==> src/rtl/fp_issue_pkg.sv <==
// fp_issue_pkg: shared word type and credit helper for the FP issue controller.
package fp_issue_pkg;

  localparam int FP_W = 32;

  typedef logic [FP_W-1:0] fp_word_t;

  // A request may issue only if every in-flight and buffered result still leaves one FIFO slot free.
  function automatic logic credit_avail(input int unsigned inflight,
                                        input int unsigned count,
                                        input int unsigned depth);
    return (inflight + count) < depth;
  endfunction

endpackage

==> src/rtl/fp_result_fifo.sv <==
// fp_result_fifo: small show-ahead FIFO for completed FP results.
// The head entry is always visible on rd_data so the response port needs no extra read cycle.
module fp_result_fifo #(
  parameter int  DEPTH   = 4,
  parameter type entry_t = logic [31:0],
  localparam int AW      = (DEPTH > 1) ? $clog2(DEPTH) : 1,
  localparam int CW      = $clog2(DEPTH + 1)
) (
  input  logic          clk,
  input  logic          areset,
  input  logic          wr_en,
  input  entry_t        wr_data,
  input  logic          rd_en,
  output entry_t        rd_data,
  output logic [CW-1:0] count,
  output logic          empty
);

  entry_t        mem [DEPTH];
  logic [AW-1:0] wr_ptr;
  logic [AW-1:0] rd_ptr;

  // Pointers wrap explicitly so non-power-of-two depths would still index correctly.
  function automatic logic [AW-1:0] ptr_next(input logic [AW-1:0] p);
    return (p == AW'(DEPTH - 1)) ? '0 : p + AW'(1);
  endfunction

  // Storage is not reset; only the pointers and occupancy define what is valid.
  always_ff @(posedge clk) begin
    if (wr_en) mem[wr_ptr] <= wr_data;
  end

  // Pointer and occupancy bookkeeping; a simultaneous write and read leaves count unchanged.
  always_ff @(posedge clk or negedge areset) begin
    if (!areset) begin
      wr_ptr <= '0;
      rd_ptr <= '0;
      count  <= '0;
    end else begin
      if (wr_en) wr_ptr <= ptr_next(wr_ptr);
      if (rd_en) rd_ptr <= ptr_next(rd_ptr);
      case ({wr_en, rd_en})
        2'b10:   count <= count + CW'(1);
        2'b01:   count <= count - CW'(1);
        default: count <= count;
      endcase
    end
  end

  assign rd_data = mem[rd_ptr];
  assign empty   = (count == '0);

endmodule

==> src/rtl/fp_issue_ctrl.sv <==
// fp_issue_ctrl: issues operand requests to a fixed-latency FP unit, tracks them with a
// valid/tag pipeline, buffers results in order and returns them over a valid/ready port.
// Optional feature macro: FP_ISSUE_BYPASS_EN -- present an arrival straight to the response
// port when the result FIFO is empty, skipping the FIFO if it is consumed that same cycle.
module fp_issue_ctrl
  import fp_issue_pkg::*;
#(
  parameter int LATENCY    = 1,
  parameter int FIFO_DEPTH = 4,
  parameter int TAG_W      = 5
) (
  input  logic             clk,
  input  logic             areset,
  input  logic             req_valid,
  output logic             req_ready,
  input  fp_word_t         req_a,
  input  fp_word_t         req_b,
  input  logic [TAG_W-1:0] req_tag,
  output fp_word_t         fpu_a,
  output fp_word_t         fpu_b,
  input  fp_word_t         fpu_q,
  output logic             resp_valid,
  input  logic             resp_ready,
  output fp_word_t         resp_data,
  output logic [TAG_W-1:0] resp_tag
);

  localparam int IW = $clog2(LATENCY + 1);
  localparam int CW = $clog2(FIFO_DEPTH + 1);

  typedef struct packed {
    fp_word_t         data;
    logic [TAG_W-1:0] tag;
  } fp_result_t;

  logic             stage_valid [LATENCY];
  logic [TAG_W-1:0] stage_tag   [LATENCY];
  logic [IW-1:0]    inflight;
  logic [CW-1:0]    fifo_count;
  logic             fifo_empty;
  logic             fire;
  logic             arrival;
  logic             fifo_wr;
  logic             fifo_rd;
  fp_result_t       arrival_entry;
  fp_result_t       head_entry;
  fp_result_t       out_entry;

  // Operands go to the unit every cycle; only fired requests are tracked.
  assign fpu_a = req_a;
  assign fpu_b = req_b;

  // Credits come from registered counters only, so req_ready has no path from req_valid/resp_ready.
  assign req_ready = credit_avail(int'(inflight), int'(fifo_count), FIFO_DEPTH);
  assign fire      = req_valid && req_ready;
  assign arrival   = stage_valid[0];

  assign arrival_entry.data = fpu_q;
  assign arrival_entry.tag  = stage_tag[0];

  // Tracking pipeline: the top stage captures the fire, each lower stage takes the one above it.
  genvar gi;
  generate
    for (gi = 0; gi < LATENCY; gi++) begin : g_stage
      logic             nxt_valid;
      logic [TAG_W-1:0] nxt_tag;
      if (gi == LATENCY - 1) begin : g_top
        assign nxt_valid = fire;
        assign nxt_tag   = req_tag;
      end else begin : g_mid
        assign nxt_valid = stage_valid[gi+1];
        assign nxt_tag   = stage_tag[gi+1];
      end
      // One stage of the valid/tag shift register; reset discards anything in flight.
      always_ff @(posedge clk or negedge areset) begin
        if (!areset) begin
          stage_valid[gi] <= 1'b0;
          stage_tag[gi]   <= '0;
        end else begin
          stage_valid[gi] <= nxt_valid;
          stage_tag[gi]   <= nxt_tag;
        end
      end
    end
  endgenerate

  // In-flight count: +1 on fire, -1 on arrival, unchanged when both happen.
  always_ff @(posedge clk or negedge areset) begin
    if (!areset) begin
      inflight <= '0;
    end else if (fire && !arrival) begin
      inflight <= inflight + IW'(1);
    end else if (!fire && arrival) begin
      inflight <= inflight - IW'(1);
    end
  end

`ifdef FP_ISSUE_BYPASS_EN
  logic bypass;
  assign bypass     = fifo_empty && arrival;
  assign resp_valid = !fifo_empty || arrival;
  assign fifo_wr    = arrival && !(bypass && resp_ready);
  assign out_entry  = bypass ? arrival_entry : head_entry;
`else
  assign resp_valid = !fifo_empty;
  assign fifo_wr    = arrival;
  assign out_entry  = head_entry;
`endif

  assign fifo_rd   = !fifo_empty && resp_ready;
  // Zero the payload when idle so the port reads 0 out of reset.
  assign resp_data = resp_valid ? out_entry.data : '0;
  assign resp_tag  = resp_valid ? out_entry.tag  : '0;

  fp_result_fifo #(
    .DEPTH   (FIFO_DEPTH),
    .entry_t (fp_result_t)
  ) u_fifo (
    .clk     (clk),
    .areset  (areset),
    .wr_en   (fifo_wr),
    .wr_data (arrival_entry),
    .rd_en   (fifo_rd),
    .rd_data (head_entry),
    .count   (fifo_count),
    .empty   (fifo_empty)
  );

endmodule

==> config.mk <==
export PLATFORM = sky130hd
export DESIGN_NAME = fp_issue_ctrl
export DESIGN_NICKNAME = d
export VERILOG_FILES = /design/src/rtl/fp_issue_pkg.sv /design/src/rtl/fp_result_fifo.sv /design/src/rtl/fp_issue_ctrl.sv
export SDC_FILE = /design/constraint.sdc
export NUM_CORES = 1
export LEC_CHECK = 0
export CAP_MARGIN = 20
export CORE_MARGIN = 2
export CORE_UTILIZATION = 50
export DETAILED_ROUTE_END_ITERATION = 16
export GPL_ROUTABILITY_DRIVEN = 0
export PLACE_DENSITY_LB_ADDON = 0.15
export SYNTH_ARGS = -nofsm -noshare
export SYNTH_HDL_FRONTEND = slang
export SYNTH_SLANG_ARGS = --single-unit
==> constraint.sdc <==
create_clock -name clk -period 4.9 [get_ports clk]
set_input_delay 0.735 -clock clk [delete_from_list [all_inputs] [get_ports clk]]
set_output_delay 0.735 -clock clk [all_outputs]
set_load 0.005 [all_outputs]
After elaboration in Yosys (flattened, before gate mapping)
Memories as Yosys holds them, arrays and structs flattened.
Cells that the tools add are included.

cells by class
  add/sub/neg operators = 7
  $lt $le $gt $ge = 1
  equality and inequality tests = 4
  muxes and demuxes = 9
  reductions and logical operators = 10

operator list
  operator               number
  $mux W32               1
  $eq A2 B2 Y1 const B   3
  $pmux W3 S2            1
  $mux W5                1
  $add A1 B3 Y4          1
  $add A2 B1 Y2 const B  2
  $logic_and A1 B1 Y1    4
  $lt A4 B3 Y1 const B   1
  $mux W1                4
  $mux W2                2
  $reduce_bool A2 Y1     2
  $add A3 B1 Y3 const B  1
  $logic_not A1 Y1       3
  $logic_not A3 Y1       1
  $sub A3 B1 Y3 const B  1
  $eq A2 B1 Y1 const B   1
  $add A1 B1 Y1 const B  1
  $sub A1 B1 Y1 const B  1

storage, ports and cells
  flip-flop bits (word level) = 14
  bits in writable memories = 148
  input bits = 105
  output and inout bits = 103
  logic and storage cells = 38
  memories kept = 1

memories
  name        words  bits a word  rd ports  clocked after memory_dff  write ports  line                  source
  u_fifo.mem  4      37           1         0                         1            fp_result_fifo.sv:19  entry_t mem [DEPTH];

Longest topological paths before layout
Gate-level depths: netlist of the first run.

  depth in word-level cells = 7
  depth in mapped cells = 8
  mapped depth without buffers = 8

Modules after synthesis
A second synthesis of the first run with hierarchy kept.

unflattened totals
  cells, all modules = 355
  area total of the unflattened synthesis = 6,731.5 um^2

modules (own cells, without submodules)
  module          instances  cells an instance  area an instance (um^2)  sequential area each (um^2)
  fp_result_fifo  1          230                5,743.0                  4,619.4
  fp_issue_ctrl   1          125                988.4                    175.2

Worst setup path before layout of the first run
Ideal clock, no wire load.

  kind = reg-to-output
  start = register u_fifo.rd_ptr[0]
  end = output port resp_data[27]
  data arrival time = 1.380 ns
  required time = 4.165 ns
  slack = 2.785 ns
  stages on the path, launching flop included = 5
  path buffers = 2
  cells stage by stage = dfrtp_1 -> buf_6 -> buf_6 -> mux4_2 -> and2_1

between the ends
  longest elaborated chain between the ends = 2

ends and longest elaborated chain
  element                 line                  source
  start, declared         fp_result_fifo.sv:21  logic [AW-1:0] rd_ptr;
  start signal, assigned  fp_result_fifo.sv:41  if (rd_en) rd_ptr <= ptr_next(rd_ptr);
  $mem_v2 Z4 W37          n/a
  $mux W32                fp_issue_ctrl.sv:112  assign resp_data = resp_valid ? out_entry.data : '0;
  end, declared           fp_issue_ctrl.sv:24   output fp_word_t resp_data,

No other way between the ends.

Final worst setup path of the first run
  start = register u_fifo.rd_ptr[0]
  end = output port resp_data[20]

The elaborated chain is that of the path after synthesis.

==> results.yml, run 1 <==
run_status:
  status: "completed"
finish:
  finalNetCount: 485
  n_fill_cell: 960
  drive_above_1_share_pct: 21.0
  num_antenna_cells: 0
  areaGrowthSynthToFinish_pct: 17.4
synthesis:
  synthesis.area_mm2: 0.00669
  ys_top_cells_by_area: "edfxtp_1 66%, mux4_2 12%, buf_4 7.3%"
  synth_xor_area_share_pct: 0.655
  muxShareOfSynthArea_pct: 12.9
  synth_nets: 460
  yosysTopAreaCell: "edfxtp_1"
  yosys.area.top_type_share_pct: 66.5
  synthAdderAreaFrac_pct: 1.42
  synth_compound_area_share_pct: 0.243
  synth_warnings: 0
  synthDistinctLibCells: 21
  syn_inst: 348
  syn_avg_cell_area_um2: 19.2
  yosysSeqAreaShare_pct: 71.7
  synth_top_family_by_area: "multiplexers"
  ys_seq_elements: 162
  yosys.area_share.simple_pct: 4.38
floorplan:
  dieWidth_um: 120
  rows: 42
  initial_utilization_pct: 50.9
  dieArea_mm2: 0.0143
  die_h_um: 120
  core_area_mm2: 0.0131
  io_pins: 208
timing:
  finalCritPeriodShare_pct: 74.1
  max_freq_ghz: 0.275
  setup_viol: 0
  timing_hold_violations_final: 0
  setup_tns_ps: 0
  fin_hold_ws_ps: 493
  clock_skew_ps: 5.38
  finalCriticalPeriod_ps: 3630
  grt_setup_unrepaired: "no"
  slew_headroom_pct: 29.6
  worst_pin_slew_ps: 1060
  final_max_slew_viol_count: 0
route:
  drc: 0
  drt-initial-drc-count: 258
  dr.pass1.iters: 4
  vias_per_cell: 5.20
  ant_nets: 0
  vias: 2923
  wl_per_cell_um: 19.7
  wirelength_mm: 11.1
clock_tree:
  cts_setup_buffers: 0
  cts.repair.resized: 0
  cts_max_level: 4
  numCtsBuffers: 17
  clk_pin_slew_worst_paths_ps: 60
  root_buffer: "clkbuf_16"
  clk_path_buf_depth: 2
  cts_sinks: 162
  worstSkewPairLatency_ps: 410
  cts_tree: "done"
  ctsHoldBuffers: 0
global_routing:
  track_usage_pct: 16.5
  grt_max_degree: 40
  antenna_found_initial: 0
  first_global_vias: 3152
  grt_first_pass_wirelength_mm: 17.1
  grt_overflow_total: 0
critical_path:
  path_class: "reg2out"
  required_ps: 4160
  cp-start-kind: "flop"
  reg2reg_setup_slack_ps: 2580
  end_kind: "output port"
  cp_data_arrival_time_ps: 2900
  crit_path_max_fanout: 30
place:
  hpwl_mm: 6.47
  port_buffers: 79
power_and_ir_drop:
  leakage_nw: 2.61
  ir_drop_mv: 0.362
  p_total_w: 0.00473
  powerDensity_mw_per_mm2: 603
hold_path:
  hold_class: "reg2reg"
run:
  drv_cap: 0
routing by layer:
layer / up-vias / routed length (um) / global-route usage (%)
met3: 47 / 669 / 5.37
met5: - / 0 / 0
met2: 108 / 5320 / 25.5
li1: 1304 / - / -
met4: 0 / 456 / 10.1
met1: 1464 / 4650 / 20.3
where the power goes:
part           internal (W)  switching (W)  leakage, nW
logic              0.000903       0.000463        0.789
clock network      0.000910       0.000529        0.310
registers           0.00173       0.000196         1.51
per-stage QoR:
| step | util [%] | cells | setup slack, ps | instance area [um^2] |
|---|---|---|---|---|
| finish | 59.7 | 562 | 1270 | 7850 |
| global route | 59.7 | 562 | 1040 | 7850 |
| CTS | 59.6 | 561 | 1180 | 7830 |
| detailed placement | 54.6 | 529 | 1640 | 7170 |
| global placement | 54.6 | 529 | 1640 | 7170 |
| floorplan | - | 348 | 2790 | 6690 |
layout make-up:
class	instances	area [um^2]	share of cell area (%)
clock buffer	17	425	5.42
clock inverter	15	230	2.93
inverter	6	22.5	0.287
multi-input combinational	103	1320	16.8
sequential	162	4800	61.1
tap	176	220	2.81
timing repair buffer	83	833	10.6
cell usage after synthesis, drive strengths merged:
| master | number |
|---|---|
| a31oi | 1 |
| fa | 1 |
| xnor2 | 3 |
| o21ai | 2 |
| mux4 | 37 |
| mux2 | 2 |
| edfxtp | 148 |
| inv | 6 |
| nand2 | 1 |
| clkbuf | 7 |
| buf | 70 |
| nor2 | 2 |
| mux2i | 1 |
| dfrtp | 14 |
| and2 | 43 |
| xor2 | 2 |
| ha | 6 |
| or3 | 2 |
cells in the final DEF (no fill, tap or decap), types with 3 or more instances in the layout:
cell / synthesis / layout
and2_2: 0 / 4
xnor2_1: 3 / 3
clkinvlp_4: 0 / 3
ha_1: 6 / 6
clkdlybuf4s50_1: 0 / 79
bufinv_16: 0 / 5
inv_6: 0 / 3
dfrtp_1: 14 / 12
clkbuf_16: 0 / 17
inv_1: 6 / 6
clkinv_4: 0 / 3
mux4_2: 37 / 37
edfxtp_1: 148 / 148
buf_4: 65 / 3
and2_1: 43 / 39
cells by family after synthesis:
| group | Yosys count |
|---|---|
| AND/OR/NAND/NOR | 48 |
| flip-flops | 162 |
| adder cells (fa/ha/maj) | 7 |
| buffers and inverters | 83 |
| XOR/XNOR | 5 |
| multiplexers | 40 |
| AO/OA/AOI/OAI | 3 |
sequential cells by signal, indices dropped and copies added, names as in the netlist:
| register | cells |
|---|---|
| u_fifo.mem | 148 |
| stage_tag | 5 |
| u_fifo.count | 3 |
| u_fifo.rd_ptr | 2 |
| u_fifo.wr_ptr | 2 |
| arrival | 1 |
| inflight | 1 |
path summary, 6_finish.rpt:
check | from | endpoint | cells after the start
worst max-delay path | u_fifo.rd_ptr[0] | resp_data[20] | 4
worst min-delay path | stage_tag[1] | u_fifo.mem[0][1] | 0
worst min register to register | stage_tag[1] | u_fifo.mem[0][1] | 0
max in group asynchronous | areset | u_fifo.rd_ptr[0] | 1
worst max register to register | u_fifo.count[0] | u_fifo.count[2] | 9
min in group asynchronous | areset | stage_tag[3] | 1
critical path, stage by stage (launching register included):
cell             delay (ps)
dfrtp_2                1020
buf_4                   330
mux4_2                  520
and2_1                  170
clkdlybuf4s50_1         430
Power figures use the tool's default switching activity.
==> run 2: changes to the inputs <==
- CORE_UTILIZATION: 50 -> 42
- clock period: 4.9 -> 3 ns (I/O delays scaled with it)
==> results.yml, run 2 (same netlist as run 1, synthesis figures left out) <==
timing:
  slew_headroom_pct: 55.1
  setup_tns_ps: 0
  timing_hold_violations_final: 0
  finalCritPeriodShare_pct: 93.9
  final_max_slew_viol_count: 0
  grt_setup_unrepaired: "no"
  max_freq_ghz: 0.355
  clock_skew_ps: 11.6
  worst_pin_slew_ps: 671
  setup_viol: 0
  finalCriticalPeriod_ps: 2820
  setup_ws_ps: 184
critical_path:
  cp-start-kind: "flop"
  worst_r2r_path_depth: 8
  cp_data_arrival_time_ps: 2370
  path_class: "reg2out"
  r2r-end: "u_fifo.count[2]"
  r2r_start: "u_fifo.count[0]"
  crit_path_max_fanout: 27
  end_kind: "output port"
  required_ps: 2550
  reg2reg_setup_slack_ps: 700
finish:
  layout_common_cells: "148 x edfxtp_1, 79 x clkdlybuf4s50_1, 39 x and2_1"
  largest_register_ffs: 148
  num_antenna_cells: 0
  largest-register: "u_fifo.mem"
  finalNetCount: 496
  areaGrowthSynthToFinish_pct: 19.9
  post-route-util_pct: 51.0
  final_common_cell: "edfxtp_1"
  drive_above_1_share_pct: 22.7
  largestRegisters: "u_fifo.mem: 148 flops, stage_tag: 5 flops, u_fifo.count: 3 flops"
place:
  dp_slack_ps: 476
  hpwl_mm: 7.69
  port_buffers: 79
route:
  vias_per_cell: 4.89
  wirelength_mm: 12.2
  dr.pass1.iters: 4
  vias: 2996
  ant_nets: 0
  drt-initial-drc-count: 140
  wl_per_cell_um: 19.9
  drc: 0
clock_tree:
  numCtsBuffers: 17
  worstSkewPairLatency_ps: 420
  root_buffer: "clkbuf_16"
  cts_sinks: 162
  cts_tree: "done"
  cts_max_level: 4
  clk_pin_slew_worst_paths_ps: 70
  clk_path_buf_depth: 2
run:
  drv_cap: 0
run_status:
  status: "completed"
floorplan:
  dieArea_mm2: 0.0169
  initial_utilization_pct: 42.6
  core_area_mm2: 0.0157
  die_h_um: 130
  io_pins: 208
  dieWidth_um: 130
  rows: 46
global_routing:
  first_global_vias: 3185
  grt_first_pass_wirelength_mm: 18.2
  track_usage_pct: 15.3
  antenna_found_initial: 0
  grt_overflow_total: 0
  grt_max_degree: 28
power_and_ir_drop:
  leakage_nw: 2.68
  powerDensity_mw_per_mm2: 984
  ir_drop_mv: 0.458
hold_path:
  hold_class: "in2async"
run 2: cell count changes in the layout (fill, tap and decap cells not counted), sizes merged:
| cell | change |
|---|---|
| buf | +11 |
| clkbuf | +2 |
| clkinvlp | -1 |
| inv | -1 |
run 2: metrics by stage:
| stage | power, W | area [um^2] | hold slack [ps] | cells |
|---|---|---|---|---|
| floorplan | 0.00443 | 6690 | 154 | 348 |
| global placement | 0.00561 | 7340 | 467 | 578 |
| detailed placement | 0.00563 | 7340 | 485 | 578 |
| CTS | 0.00797 | 7980 | 441 | 610 |
| global route | 0.00830 | 8020 | 451 | 613 |
| finish | 0.00788 | 8020 | 436 | 613 |
run 2: area by class of cell:
cell class / instances / area [um^2]
well taps: 216 / 270
clock inverters: 13 / 206
fillers: 1282 / 7700
inverters: 6 / 22.5
flip-flops and latches: 162 / 4800
repair buffers: 94 / 966
clock buffers: 19 / 433
multi-input cells: 103 / 1320
run 2: worst max path at each step:
stage,from,end,cells after the start
floorplan,u_fifo.wr_ptr[0],u_fifo.mem[2][0],3
global placement,u_fifo.rd_ptr[0],resp_tag[0],4
detailed placement,u_fifo.rd_ptr[0],resp_data[27],4
CTS,u_fifo.rd_ptr[0],resp_data[27],4
global route,u_fifo.count[0],resp_data[6],4
finish,u_fifo.count[0],resp_data[6],4
run 2: per-layer routing:
layer	up-vias	track usage [%]	wire length [um]
li1	1330	-	-
met1	1533	18.8	5120
met4	0	9.23	583
met5	-	0	0
met3	48	5.08	597
met2	85	23.8	5880
run 2: timing repair:
item | 4_1_cts | 5_1_grt
buffers inserted | 0 | 3
resized for setup | 0 | 0
setup endpoints to repair | 0 | 14
hold buffers | 0 | 0
run 2: where the power goes:
part / total [W] / switching, W / internal (W)
registers: 0.00299 / 0.000162 / 0.00283
clock network: 0.00232 / 0.000844 / 0.00148
logic: 0.00257 / 0.000984 / 0.00159
run 2: worst max-delay path, cell delays in order (launching register included):
cell	delay (ps)
dfrtp_1	410
or3_1	640
buf_12	270
and2_1	170
clkdlybuf4s50_1	460
==> run 3: changes to the inputs <==
- SLEW_MARGIN: default -> 10
==> results of run 3 <==
No change in the layout: final DEF, timing and power equal those of run 2.
